## config.mk

```make
export PLATFORM = sky130hd
export DESIGN_NAME = seq_divider
export DESIGN_NICKNAME = d
export VERILOG_FILES = /design/src/rtl/seq_divider_pkg.sv /design/src/rtl/seq_divider_div_step.sv /design/src/rtl/seq_divider.sv
export SDC_FILE = /design/constraint.sdc
export NUM_CORES = 1
export LEC_CHECK = 0
export CAP_MARGIN = 10
export CORE_ASPECT_RATIO = 2
export CORE_MARGIN = 1
export CORE_UTILIZATION = 45
export DETAILED_ROUTE_END_ITERATION = 8
export GPL_TIMING_DRIVEN = 0
export HOLD_SLACK_MARGIN = 0.03
export PLACE_DENSITY = 0.68
export SLEW_MARGIN = 10
export SYNTH_ARGS = -nofsm -noshare
export SYNTH_HDL_FRONTEND = slang
export SYNTH_SLANG_ARGS = --single-unit
```

## constraint.sdc

```tcl
create_clock -name clk -period 7.65 [get_ports clk]
set_input_delay 1.53 -clock clk [delete_from_list [all_inputs] [get_ports clk]]
set_output_delay 1.53 -clock clk [all_outputs]
set_load 0.005 [all_outputs]
```

## src/rtl/seq_divider_pkg.sv

```systemverilog
`default_nettype none
// ============================================================================
// Module      : seq_divider_pkg
// Description : Shared constants and types for the sequential divider:
//               FSM state encoding, default operand width, counter width.
// Revision    : 1.0 - initial release
// ============================================================================
package seq_divider_pkg;

  // Default operand / result width in bits
  localparam int DEF_WIDTH = 32;

  // Iteration counter must hold the value WIDTH itself
  localparam int DEF_CNT_W = $clog2(DEF_WIDTH + 1);

  // Divider control states
  typedef enum logic [1:0] {
    IDLE = 2'd0,
    RUN  = 2'd1,
    DONE = 2'd2
  } state_t;

  // Counter width for an arbitrary operand width
  function automatic int cnt_bits(input int width);
    return $clog2(width + 1);
  endfunction

endpackage
`default_nettype wire

```

## src/rtl/seq_divider_div_step.sv

```systemverilog
`default_nettype none
// ============================================================================
// Module      : div_step
// Description : One restoring shift-subtract iteration. Shifts {rem,quo}
//               left by one, trial-subtracts the divisor from the widened
//               remainder and commits or restores based on the borrow.
// Revision    : 1.0 - initial release
// ============================================================================
module div_step
  import seq_divider_pkg::*;
#(
  parameter int WIDTH = DEF_WIDTH
) (
  input  logic [WIDTH-1:0] rem,
  input  logic [WIDTH-1:0] quo,
  input  logic [WIDTH-1:0] divisor,
  output logic [WIDTH-1:0] rem_next,
  output logic [WIDTH-1:0] quo_next
);

  logic [WIDTH:0]   rem_sh;
  logic [WIDTH+1:0] diff;
  logic             unused_diff_bit;

  // rem < divisor always holds, so a successful subtract fits in WIDTH bits
  assign unused_diff_bit = diff[WIDTH];

  // Shift, trial-subtract, then keep or restore depending on the borrow
  always_comb begin
    rem_sh = {rem, quo[WIDTH-1]};
    diff   = {1'b0, rem_sh} - {2'b00, divisor};
    if (diff[WIDTH+1]) begin
      rem_next = rem_sh[WIDTH-1:0];
      quo_next = {quo[WIDTH-2:0], 1'b0};
    end else begin
      rem_next = diff[WIDTH-1:0];
      quo_next = {quo[WIDTH-2:0], 1'b1};
    end
  end

endmodule
`default_nettype wire

```

## src/rtl/seq_divider.sv

```systemverilog
`default_nettype none
// ============================================================================
// Module      : seq_divider
// Description : Multi-cycle restoring divider, one quotient bit per clock.
//               Zero divisor short-circuits to an all-ones quotient with the
//               dividend as remainder. Results are registered and held until
//               the next completed operation; done is a one-cycle pulse.
//               Optional signed (truncating) mode: SEQ_DIVIDER_SIGNED_EN.
// Revision    : 1.0 - initial release
// ============================================================================
module seq_divider
  import seq_divider_pkg::*;
#(
  parameter int WIDTH = DEF_WIDTH
) (
  input  logic             clk,
  input  logic             rst,
  input  logic             start,
  input  logic             signed_op,
  input  logic [WIDTH-1:0] dividend,
  input  logic [WIDTH-1:0] divisor,
  output logic             busy,
  output logic             done,
  output logic [WIDTH-1:0] quotient,
  output logic [WIDTH-1:0] remainder,
  output logic             div_by_zero
);

  localparam int CNT_W = cnt_bits(WIDTH);

  state_t           state;
  state_t           state_nx;
  logic [CNT_W-1:0] cnt;
  logic [WIDTH-1:0] rem_r;
  logic [WIDTH-1:0] quo_r;
  logic [WIDTH-1:0] dvsr_r;
  logic [WIDTH-1:0] rem_nx;
  logic [WIDTH-1:0] quo_nx;
  logic [WIDTH-1:0] mag_a;
  logic [WIDTH-1:0] mag_b;
  logic [WIDTH-1:0] fin_q;
  logic [WIDTH-1:0] fin_r;
  logic             zero_r;
  logic             accept;
  logic             divisor_zero;

  assign accept       = (state == IDLE) && start;
  assign divisor_zero = (divisor == '0);

`ifdef SEQ_DIVIDER_SIGNED_EN
  logic a_neg;
  logic b_neg;
  logic neg_q_r;
  logic neg_r_r;

  assign a_neg = signed_op & dividend[WIDTH-1];
  assign b_neg = signed_op & divisor[WIDTH-1];
  assign mag_a = a_neg ? (-dividend) : dividend;
  assign mag_b = b_neg ? (-divisor) : divisor;

  // Sign fix-ups: quotient negative on sign mismatch, remainder follows dividend
  always_ff @(posedge clk) begin
    if (rst) begin
      neg_q_r <= 1'b0;
      neg_r_r <= 1'b0;
    end else if (accept) begin
      neg_q_r <= a_neg ^ b_neg;
      neg_r_r <= a_neg;
    end
  end

  assign fin_q = (zero_r || !neg_q_r) ? quo_r : (-quo_r);
  assign fin_r = (zero_r || !neg_r_r) ? rem_r : (-rem_r);
`else
  logic unused_signed_op;

  assign unused_signed_op = signed_op;
  assign mag_a = dividend;
  assign mag_b = divisor;
  assign fin_q = quo_r;
  assign fin_r = rem_r;
`endif

  div_step #(
    .WIDTH    (WIDTH)
  ) u_step (
    .rem      (rem_r),
    .quo      (quo_r),
    .divisor  (dvsr_r),
    .rem_next (rem_nx),
    .quo_next (quo_nx)
  );

  // State register
  always_ff @(posedge clk) begin
    if (rst) state <= IDLE;
    else     state <= state_nx;
  end

  // Next-state decode and busy indication
  always_comb begin
    state_nx = state;
    busy     = 1'b0;
    case (state)
      IDLE: begin
        if (start) state_nx = divisor_zero ? DONE : RUN;
      end
      RUN: begin
        busy = 1'b1;
        if (cnt == CNT_W'(1)) state_nx = DONE;
      end
      DONE: begin
        busy     = 1'b1;
        state_nx = IDLE;
      end
      default: state_nx = IDLE;
    endcase
  end

  // Working registers: capture on accept, iterate while in RUN
  always_ff @(posedge clk) begin
    if (rst) begin
      cnt    <= '0;
      rem_r  <= '0;
      quo_r  <= '0;
      dvsr_r <= '0;
      zero_r <= 1'b0;
    end else if (accept) begin
      cnt    <= CNT_W'(WIDTH);
      dvsr_r <= mag_b;
      zero_r <= divisor_zero;
      if (divisor_zero) begin
        rem_r <= dividend;
        quo_r <= '1;
      end else begin
        rem_r <= '0;
        quo_r <= mag_a;
      end
    end else if (state == RUN) begin
      rem_r <= rem_nx;
      quo_r <= quo_nx;
      cnt   <= cnt - CNT_W'(1);
    end
  end

  // Result registers and done pulse, loaded as DONE is left
  always_ff @(posedge clk) begin
    if (rst) begin
      done        <= 1'b0;
      quotient    <= '0;
      remainder   <= '0;
      div_by_zero <= 1'b0;
    end else begin
      done <= (state == DONE);
      if (state == DONE) begin
        quotient    <= fin_q;
        remainder   <= fin_r;
        div_by_zero <= zero_r;
      end
    end
  end

endmodule
`default_nettype wire

```

==> summary.txt <==
Outcome
  – Status: finished, final reports clean

Drt
  – Vias per cell: 5.768
  – Drt pass-1 iters: 6
  – Vias: 8,802
  – Starting DRC count in detailed routing: 545
  – Avg WL per Cell: 19.84 um
  – DRT Wirelength: 30.28 mm
  – DRC: 0
  – Final ANT Viol Nets: 0

Logic synthesis
  – Asr flop ratio synth: 0
  – Cells after synthesis: 1,100
  – Number of synthesized flops with an enable pin: 0
  – Post-Syn Area: 9090 um2
  – Synth unique cells: 67
  – Largest area contributor in the netlist: dfxtp_1
  – Register area share after synthesis: 0.3766
  – Yosys Warn Count: 0
  – Post-synth top flop: dfxtp_1
  – Ranking of synthesized cells by area: dfxtp_1, mux2i_1, nor2_1
  – Top-area cell type share of the netlist area: 0.3766
  – FF+latch count, synth: 171
  – Count leader, synth: dfxtp_1
  – Average cell area after synthesis: 8.264 um2
  – Net count after synthesis: 1,206
  – Most frequent cells after synthesis: dfxtp_1, nor2_1, nand2_1

Finish
  – N_diodes: 0
  – Design Area, Final: 11,330 um2
  – Area grow syn2layout: 24.69%
  – Core Util, Final: 0.5719
  – Nets: 1,358
  – Share of layout cells above drive strength 1: 0.03956
  – Fillers: 1,864

STA
  – Relative slew slack: 0.3008
  – Setup Skew: 0.007719 ns
  – Setup Viol. Count Final: 0
  – Worst-Margin Slew: 1.049 ns
  – Smallest hold slack: 0.4565 ns
  – Final Hold Vio Count: 0
  – Final Cycle Share: 0.6021
  – RSZ-0062 raised after global routing: false
  – Final setup TNS: 0 ns
  – F_max: 217.1 MHz
  – Fin crit period: 4.606 ns
  – Final Max Slew Viols: 0

Floorplan
  – Height of the die: 203.0 um
  – # rows: 73
  – Die Wd: 102.5 um
  – Starting Density: 0.4586
  – I/O pin total: 135
  – Die area: 20,810 um2
  – Core outline area: 19,820 um2

Setup path
  – Reg2Reg Depth: 11
  – Worst flop-to-flop path startpoint: fin_q[31]
  – Critical Path Sink Type: flip-flop
  – Crit path launch: divisor[16]
  – Worst-path fanout max: 10
  – Worst Path Required: 7.98 ns
  – Worst Setup EP: fin_r[20]
  – Reg-to-Reg End: fin_r[28]
  – CP startpoint kind: input pin
  – Critical path class: in -> reg
  – WP data arrival: 4.93 ns
  – Reg2reg setup slack: 4.25 ns

CTS
  – Sink Count: 171
  – Clock buffer depth: 2
  – CTS resizes: 0
  – Root buffer cell: clkbuf_16
  – Clock-pin transition on the worst setup and hold timing paths: 0.07 ns
  – Clk_lat worst skew: 0.44 ns
  – CTS tree: built
  – CTS Hold Buffers Added: 0
  – Post-CTS setup repair buffer count: 0
  – TritonCTS Buffers: 17
  – H-Tree Depth: 4

Pwr
  – Power per cell area: 476.4 nW/um2
  – VDD IR max: 0.2425 mV
  – Pleak: 4.237 nW

Placed design
  – Final GP Congestion: 0.9388
  – I/O Buffers: 133
  – Placed inst area: 10,750 um2
  – DPL Wire Length: 23.87 mm

Global routing
  – Initial antenna violation count: 0
  – Largest net degree at the start of global routing: 17
  – Gr ovfl total: 0
  – Vias in the first global route: 8,854
  – Total track usage: 0.3009
  – First-pass GRT wire length: 46.86 mm

Worst hold path
  – Hold Path Class: reg -> reg

Run
  – Max capacitance violation total: 0
==> report_power, final <==
group	total [mW]	internal, mW	leakage, nW	switching, mW
sequential	1.29	1.09	1.40	0.206
combinational	3.23	1.28	2.56	1.95
clock	0.874	0.486	0.279	0.388
==> layout make-up <==
class | count | area [um2] | share of cell area
plain buffers | 70 | 289.0 | 0.02550
clock buffers | 17 | 425.4 | 0.03753
clock inverters | 14 | 160.2 | 0.01413
repair buffers | 133 | 1331 | 0.1175
flip-flops and latches | 171 | 3423 | 0.3020
multi-input cells | 802 | 5164 | 0.4556
inverters | 57 | 214.0 | 0.01888
well taps | 262 | 327.8 | 0.02892
==> layout by cell type, fill, tap and decap left out, types with 4 or more instances in the layout <==
cell             Yosys  layout
clkbuf_1            57      57
clkdlybuf4s50_1      0     133
o21ai_0             46      46
xor2_1               5       5
dfxtp_1            171     171
a21oi_1             94      94
o211a_1              4       4
o211ai_1             7       7
nand3_1             19      19
o21a_1               6       6
mux2i_1            106     106
nand2_1            107     107
a211oi_1            38      38
ha_1                37      37
o21bai_1             5       5
or3_1               13      13
clkbuf_16            0      17
a31oi_1             17      17
inv_1               57      57
nor3_1              41      41
buf_1                9       9
and2_1               5       5
a21o_1              18      18
nor2_1             129     129
nor2b_1              5       5
a2111oi_1            5       5
nand4_1             11      11
inv_6                0       5
nor4_1              10      10
xnor2_1             15      15
==> through the flow <==
step,power (mW),std cells,worst slack [ns]
final,5.400,1526,3.044
after CTS,5.348,1526,3.086
after global routing,5.718,1526,2.950
after global placement,4.437,1495,2.647
after floorplan,3.531,1100,4.383
after detailed placement,4.457,1495,2.628
==> flip-flops by register name (all words and copies together) (netlist names) <==
signal       flops
fin_q           32
cnt              6
remainder       32
div_by_zero      1
quotient        32
done             1
state            2
dvsr_r          32
zero_r           1
fin_r           32
==> how the worst min path moves through the flow <==
stage | start | to | slack (ns) | depth (start not counted)
floorplan | dvsr_r[10] | dvsr_r[10] | 0.44 | 2
global placement | dvsr_r[7] | dvsr_r[7] | 0.44 | 2
detailed placement | dvsr_r[31] | dvsr_r[31] | 0.45 | 2
CTS | dvsr_r[31] | dvsr_r[31] | 0.46 | 2
global route | dvsr_r[4] | dvsr_r[4] | 0.48 | 2
finish | dvsr_r[11] | dvsr_r[11] | 0.46 | 2
==> worst max-delay path: stages <==
cell and delay, ns:
clkdlybuf4s50_1 0.44, nor4_1 0.49, nand4_1 0.37, nor3_1 0.89, nor2_1 0.38, clkbuf_1 0.40
a2111oi_1 0.42
==> layer usage <==
layer,part of all wire,track usage
met1,0.37,0.3194
met2,0.52,0.5386
met3,0.049,0.04682
met4,0.059,0.1842
met5,0,0
==> cells by family (layout without fill, tap and decap cells) <==
logic type      Yosys count  in the layout  share of synthesized area
simple gates            353            353                     0.1719
compound gates          285            285                     0.2070
flops                   171            171                     0.3766
buf+inv                 127            291                    0.05533
mux                     106            106                     0.1167
fa+ha+maj                38             38                    0.05313
xor+xnor                 20             20                    0.01927
No activity file was read; power rests on OpenSTA's default activity.
